### src/rtl/bht_btb_predictor.sv
// Direct-mapped branch history / target buffer for the fetch stage: same-cycle
// lookup, MEM-stage training, sequenced table clear and a mispredict counter.
module bht_btb_predictor #(
  parameter int XLEN    = 32,
  parameter int ENTRIES = 64,
  parameter int IDX_W   = $clog2(ENTRIES),
  parameter int TAG_W   = 8,
  parameter int CTR_W   = 2,
  parameter int STAT_W  = 16
) (
  input  logic              CLK,
  input  logic              RSTn,
  input  logic              EN,
  input  logic [XLEN-1:0]   IF_PC,
  output logic              PRED_TAKEN,
  output logic [XLEN-1:0]   PRED_TARGET,
  output logic              PRED_HIT,
  input  logic              UPD_VALID,
  input  logic [XLEN-1:0]   UPD_PC,
  input  logic              UPD_TAKEN,
  input  logic [XLEN-1:0]   UPD_TARGET,
  input  logic              UPD_PRED,
  input  logic              CLEAR_REQ,
  output logic              BUSY,
  output logic [STAT_W-1:0] MISPRED_CNT,
  output logic [0:0]        STATE_DBG
);

  localparam logic [0:0] ST_IDLE  = 1'b0;
  localparam logic [0:0] ST_CLEAR = 1'b1;

  localparam logic [CTR_W-1:0]  CTR_WT  = CTR_W'(1) << (CTR_W - 1);
  localparam logic [CTR_W-1:0]  CTR_WNT = CTR_WT - CTR_W'(1);
  localparam logic [CTR_W-1:0]  CTR_MAX = '1;
  localparam logic [STAT_W-1:0] CNT_MAX = '1;
  localparam logic [IDX_W-1:0]  PTR_LAST = IDX_W'(ENTRIES - 1);

  logic              valid_q [ENTRIES];
  logic [TAG_W-1:0]  tag_q   [ENTRIES];
  logic [XLEN-1:0]   tgt_q   [ENTRIES];
  logic [CTR_W-1:0]  ctr_q   [ENTRIES];

  logic [0:0]        state_q;
  logic [IDX_W-1:0]  ptr_q;
  logic [STAT_W-1:0] mis_q;

  logic [IDX_W-1:0]  if_idx, upd_idx;
  logic [TAG_W-1:0]  if_tag, upd_tag;
  logic              if_hit, upd_hit;
  logic              unused_pc_bits;

  assign if_idx  = IF_PC[IDX_W+1:2];
  assign if_tag  = IF_PC[IDX_W+TAG_W+1:IDX_W+2];
  assign upd_idx = UPD_PC[IDX_W+1:2];
  assign upd_tag = UPD_PC[IDX_W+TAG_W+1:IDX_W+2];
  assign unused_pc_bits = ^{IF_PC, UPD_PC};

  // Lookup reads registered state only; a same-cycle update is seen next cycle.
  assign BUSY        = (state_q == ST_CLEAR);
  assign STATE_DBG   = state_q;
  assign if_hit      = valid_q[if_idx] && (tag_q[if_idx] == if_tag);
  assign PRED_HIT    = if_hit && !BUSY;
  assign PRED_TAKEN  = PRED_HIT && ctr_q[if_idx][CTR_W-1];
  assign PRED_TARGET = PRED_TAKEN ? tgt_q[if_idx] : IF_PC + XLEN'(4);
  assign MISPRED_CNT = mis_q;

  assign upd_hit = valid_q[upd_idx] && (tag_q[upd_idx] == upd_tag);

  // UPD_VALID has no ready: BUSY acts as a permanent not-ready and any
  // update offered while it is high is dropped rather than stalled.
  always_ff @(posedge CLK or negedge RSTn) begin
    if (!RSTn) begin
      state_q <= ST_IDLE;
      ptr_q   <= '0;
      for (int i = 0; i < ENTRIES; i++) begin
        valid_q[i] <= 1'b0;
        tag_q[i]   <= '0;
        tgt_q[i]   <= '0;
        ctr_q[i]   <= CTR_WNT;
      end
    end else if (EN) begin
      if (state_q == ST_CLEAR) begin
        valid_q[ptr_q] <= 1'b0;
        ctr_q[ptr_q]   <= CTR_WNT;
        ptr_q          <= ptr_q + IDX_W'(1);
        if (ptr_q == PTR_LAST) state_q <= ST_IDLE;
      end else begin
        if (CLEAR_REQ) begin
          state_q <= ST_CLEAR;
          ptr_q   <= '0;
        end
        if (UPD_VALID) begin
          if (upd_hit) begin
            if (UPD_TAKEN) begin
              if (ctr_q[upd_idx] != CTR_MAX) ctr_q[upd_idx] <= ctr_q[upd_idx] + CTR_W'(1);
              tgt_q[upd_idx] <= UPD_TARGET;
            end else if (ctr_q[upd_idx] != '0) begin
              ctr_q[upd_idx] <= ctr_q[upd_idx] - CTR_W'(1);
            end
          end else if (UPD_TAKEN) begin
            valid_q[upd_idx] <= 1'b1;
            tag_q[upd_idx]   <= upd_tag;
            tgt_q[upd_idx]   <= UPD_TARGET;
            ctr_q[upd_idx]   <= CTR_WT;
          end
        end
      end
    end
  end

  // Statistics keep counting through a clear sweep.
  always_ff @(posedge CLK or negedge RSTn) begin
    if (!RSTn) begin
      mis_q <= '0;
    end else if (EN && UPD_VALID && (UPD_PRED != UPD_TAKEN) && (mis_q != CNT_MAX)) begin
      mis_q <= mis_q + STAT_W'(1);
    end
  end

endmodule

### config.mk
export PLATFORM = sky130hd
export DESIGN_NAME = bht_btb_predictor
export DESIGN_NICKNAME = d
export VERILOG_FILES = /design/src/rtl/bht_btb_predictor.sv
export SDC_FILE = /design/constraint.sdc
export NUM_CORES = 2
export LEC_CHECK = 0
export CAP_MARGIN = 25
export CORE_ASPECT_RATIO = 0.8
export CORE_MARGIN = 3
export CORE_UTILIZATION = 35
export CTS_CLUSTER_DIAMETER = 30
export CTS_CLUSTER_SIZE = 20
export DETAILED_ROUTE_END_ITERATION = 8
export SLEW_MARGIN = 20
export SYNTH_ARGS = -nofsm -noshare
export SYNTH_HDL_FRONTEND = slang
export SYNTH_SLANG_ARGS = --single-unit
### constraint.sdc
create_clock -name CLK -period 8.1 [get_ports CLK]
set_clock_uncertainty 0.15 [all_clocks]
set_input_delay 2.025 -clock CLK [delete_from_list [all_inputs] [get_ports CLK]]
set_output_delay 2.025 -clock CLK [all_outputs]
set_load 0.01 [all_outputs]
==> results.cfg <==
[synth]
yosys-top-cells-area = dfrtp_1 50%, mux2_2 22%, mux4_2 15%
ys_types = 84
syn-cell-area_um2 = 134500
synth_top_cells_by_count = 2,711 x dfrtp_1, 2,588 x mux2_2, 910 x mux4_2
yosysTopAreaCell = dfrtp_1
synthArstFlopShare = 1.000
synth_top_area_frac = 0.5043
syn-num-nets = 9047
synth-seq-cells = 2775
synth_edf_count = 0
syn_area_per_cell_um2 = 15.05
seq_area_frac_synth = 0.5168
syn_inst = 8939
synth_most_common_cell = dfrtp_1
ys_warn_count = 0
ys.flop_type = dfrtp_1

[worst_setup_path]
cp.arrival_ps = 6020
worst_setup_path_start_kind = input pin
criticalPathCategory = input pin to primary output
timing.reg2reg.setup_slack_ps = 3320
path_max_fanout = 8
r2r_start = BUSY
required_ps = 5930
worst_r2r_endpoint = tag_q[498]
cp-end-kind = primary output
rr_worst_depth = 8

[cells_and_area]
drive_gt1_frac = 0.5484
syn_to_final_growth_pct = 22.87
fin_util = 0.4343
design_area_um2 = 165300
final_net_count = 9343
stdcell_count = 14833

[cts]
clk_pin_slew_ps = 40
cts_buffers = 579
cts.sink_count = 2775
cts-root-buf = clkbuf_16
htree_levels = 6
cts_buffer_depth = 4
clk_latency_ps = 1040
cts_tree = done

[routing]
firstDrtPassIters = 7
wl_per_cell_um = 29.95
drt_wl_total_mm = 444.3
ant_nets = 0
drt_iter0_drc = 9166
drc = 0
viasPerCell = 5.894
vias = 87433

[grt]
grt_max_degree = 182
grt_pass1_wl_mm = 648.3
groute.usage.overall = 0.2223
grt_overflow = 0
antenna_found_initial = 36
grt_pass1_vias = 91642

[outcome]
violations = setup timing
status = complete, but fails checks

[timing]
max_freq_ghz = 0.1220
slew_viol_final = 0
hold_ws_ps = 339.6
setup_slack_ps = -95.09
timing.final.crit_share = 1.012
tns_ps = -1080
rsz0062_at_grt = true
period_needed_ps = 8195
slew_headroom = 0.1999
worst_slew_pin_slew_ps = 1192
setup_viol = 20
hold_violations = 0

[floorplanning]
die-width_um = 699.2
core_area_um2 = 380600
fp.dieArea_um2 = 391900
ios = 155
rows = 202
die_h_um = 560.5
floorplan.initialDensity = 0.3534

[run]
cap_violations = 0

[place]
io_buffers = 136
dp_cells = 13717
pre_cts_ws_ps = -901.8
gp_congestion = 0.9546
post_dp_cell_area_um2 = 143600
hpwl_mm = 269.0

[power_and_ir_drop]
design_power_total_mw = 42.90
vdd_drop_max_uv = 220.4
cellLeakagePower_nw = 75.98
powerDensity_nw_per_um2 = 259.5

[hold_path]
worstHoldEndpoint = MISPRED_CNT[15]
min-delay-start = MISPRED_CNT[15]
hold_path.class = register to register
worstHoldPathCells = 1
==> cells by family (layout without fill, tap and decap cells) <==
kind of cell    Yosys count  after routing  synth area share
compound gates          725            725           0.03683
xor+xnor                 56             56          0.003646
fa+ha+maj                 5              5         0.0004650
buf+inv                 941           1710           0.02856
flops                  2775           2775            0.5168
mux                    3710           3710            0.3858
other cells               0             25                 0
simple gates            727            727           0.02794
==> cells in the final DEF, fill, tap and decap left out, types with 26 or more instances in the layout <==
master | Yosys | layout
dfrtp_1 | 2711 | 2710
mux2_2 | 2588 | 2588
mux4_2 | 910 | 910
clkbuf_16 | 0 | 586
buf_4 | 32 | 400
nand2_1 | 194 | 179
mux2i_1 | 182 | 179
o21ai_0 | 165 | 165
a31oi_1 | 129 | 129
nand3_1 | 132 | 127
buf_12 | 0 | 98
clkinv_2 | 0 | 93
a22oi_1 | 91 | 91
clkbuf_8 | 0 | 90
nor2_1 | 140 | 86
bufinv_16 | 0 | 86
clkbuf_1 | 654 | 81
a21oi_1 | 78 | 77
dfstp_2 | 64 | 64
nand4_1 | 59 | 59
clkdlybuf4s50_1 | 0 | 52
o221ai_1 | 47 | 47
nor2_4 | 1 | 46
clkinvlp_4 | 0 | 44
buf_6 | 9 | 39
xnor2_1 | 38 | 37
nor3_2 | 32 | 35
mux2_4 | 28 | 28
a221oi_1 | 26 | 26
==> metal layers <==
| metal | wire [um] | share of wire | GRT usage | vias to the layer above |
|---|---|---|---|---|
| li1 | - | - | - | 34788 |
| met1 | 190000 | 0.43 | 0.3108 | 47589 |
| met2 | 198000 | 0.45 | 0.3340 | 4050 |
| met3 | 38270 | 0.086 | 0.05376 | 994 |
| met4 | 17860 | 0.040 | 0.08688 | 12 |
| met5 | 82 | 0.00018 | 0 | - |
==> where the power goes <==
group	switching (mW)	internal [mW]
registers	0.357	14.4
logic	2.04	1.14
clock network	8.07	16.9
total	10.5	32.4
==> sequential cells by signal (all words and copies together) (netlist names) <==
| register | count |
|---|---|
| tgt_q | 2048 |
| MISPRED_CNT | 16 |
| valid_q | 64 |
| ctr_q | 128 |
| BUSY | 1 |
| tag_q | 512 |
| ptr_q | 6 |
==> worst max-delay path: stages <==
cell and delay (ps):
buf_16 150, buf_12 160, buf_12 130, mux4_2 580, mux4_2 610, mux4_2 540, xnor2_2 180, nand2_1 90
or4_4 570, buf_16 200, buf_4 180, mux2i_4 250, buf_6 200, buf_6 120
==> final cells by class <==
cell class                      instances  area [um^2]
Antenna cell                           25        62.56
Clock buffer                          755        16170
Clock inverter                        299         4603
Fill cell                           33336       215300
Inverter                               18        67.56
Multi-Input combinational cell       5223        61830
Sequential cell                      2775        69520
Tap cell                             5100         6381
Timing Repair Buffer                  638         6664
==> worst max path at each step <==
| stage | from | end | depth (start not counted) |
|---|---|---|---|
| after floorplan | IF_PC[2] | PRED_TARGET[31] | 11 |
| after global placement | IF_PC[2] | PRED_TARGET[2] | 17 |
| after detailed placement | IF_PC[2] | PRED_TARGET[2] | 17 |
| after CTS | IF_PC[2] | PRED_TARGET[21] | 14 |
| after global routing | IF_PC[2] | PRED_TARGET[2] | 16 |
| final | IF_PC[2] | PRED_TARGET[7] | 14 |
==> what timing repair did <==
action | CTS | global route
hold buffers | 0 | 0
cloned | 6 | 1
pin swaps | 14 | 12
setup endpoints to repair | 33 | 33
buffers inserted | 22 | 2
endpoints found under the hold margin | 0 | 0
resized for setup | 174 | 16
Power figures use the tool's default switching activity.
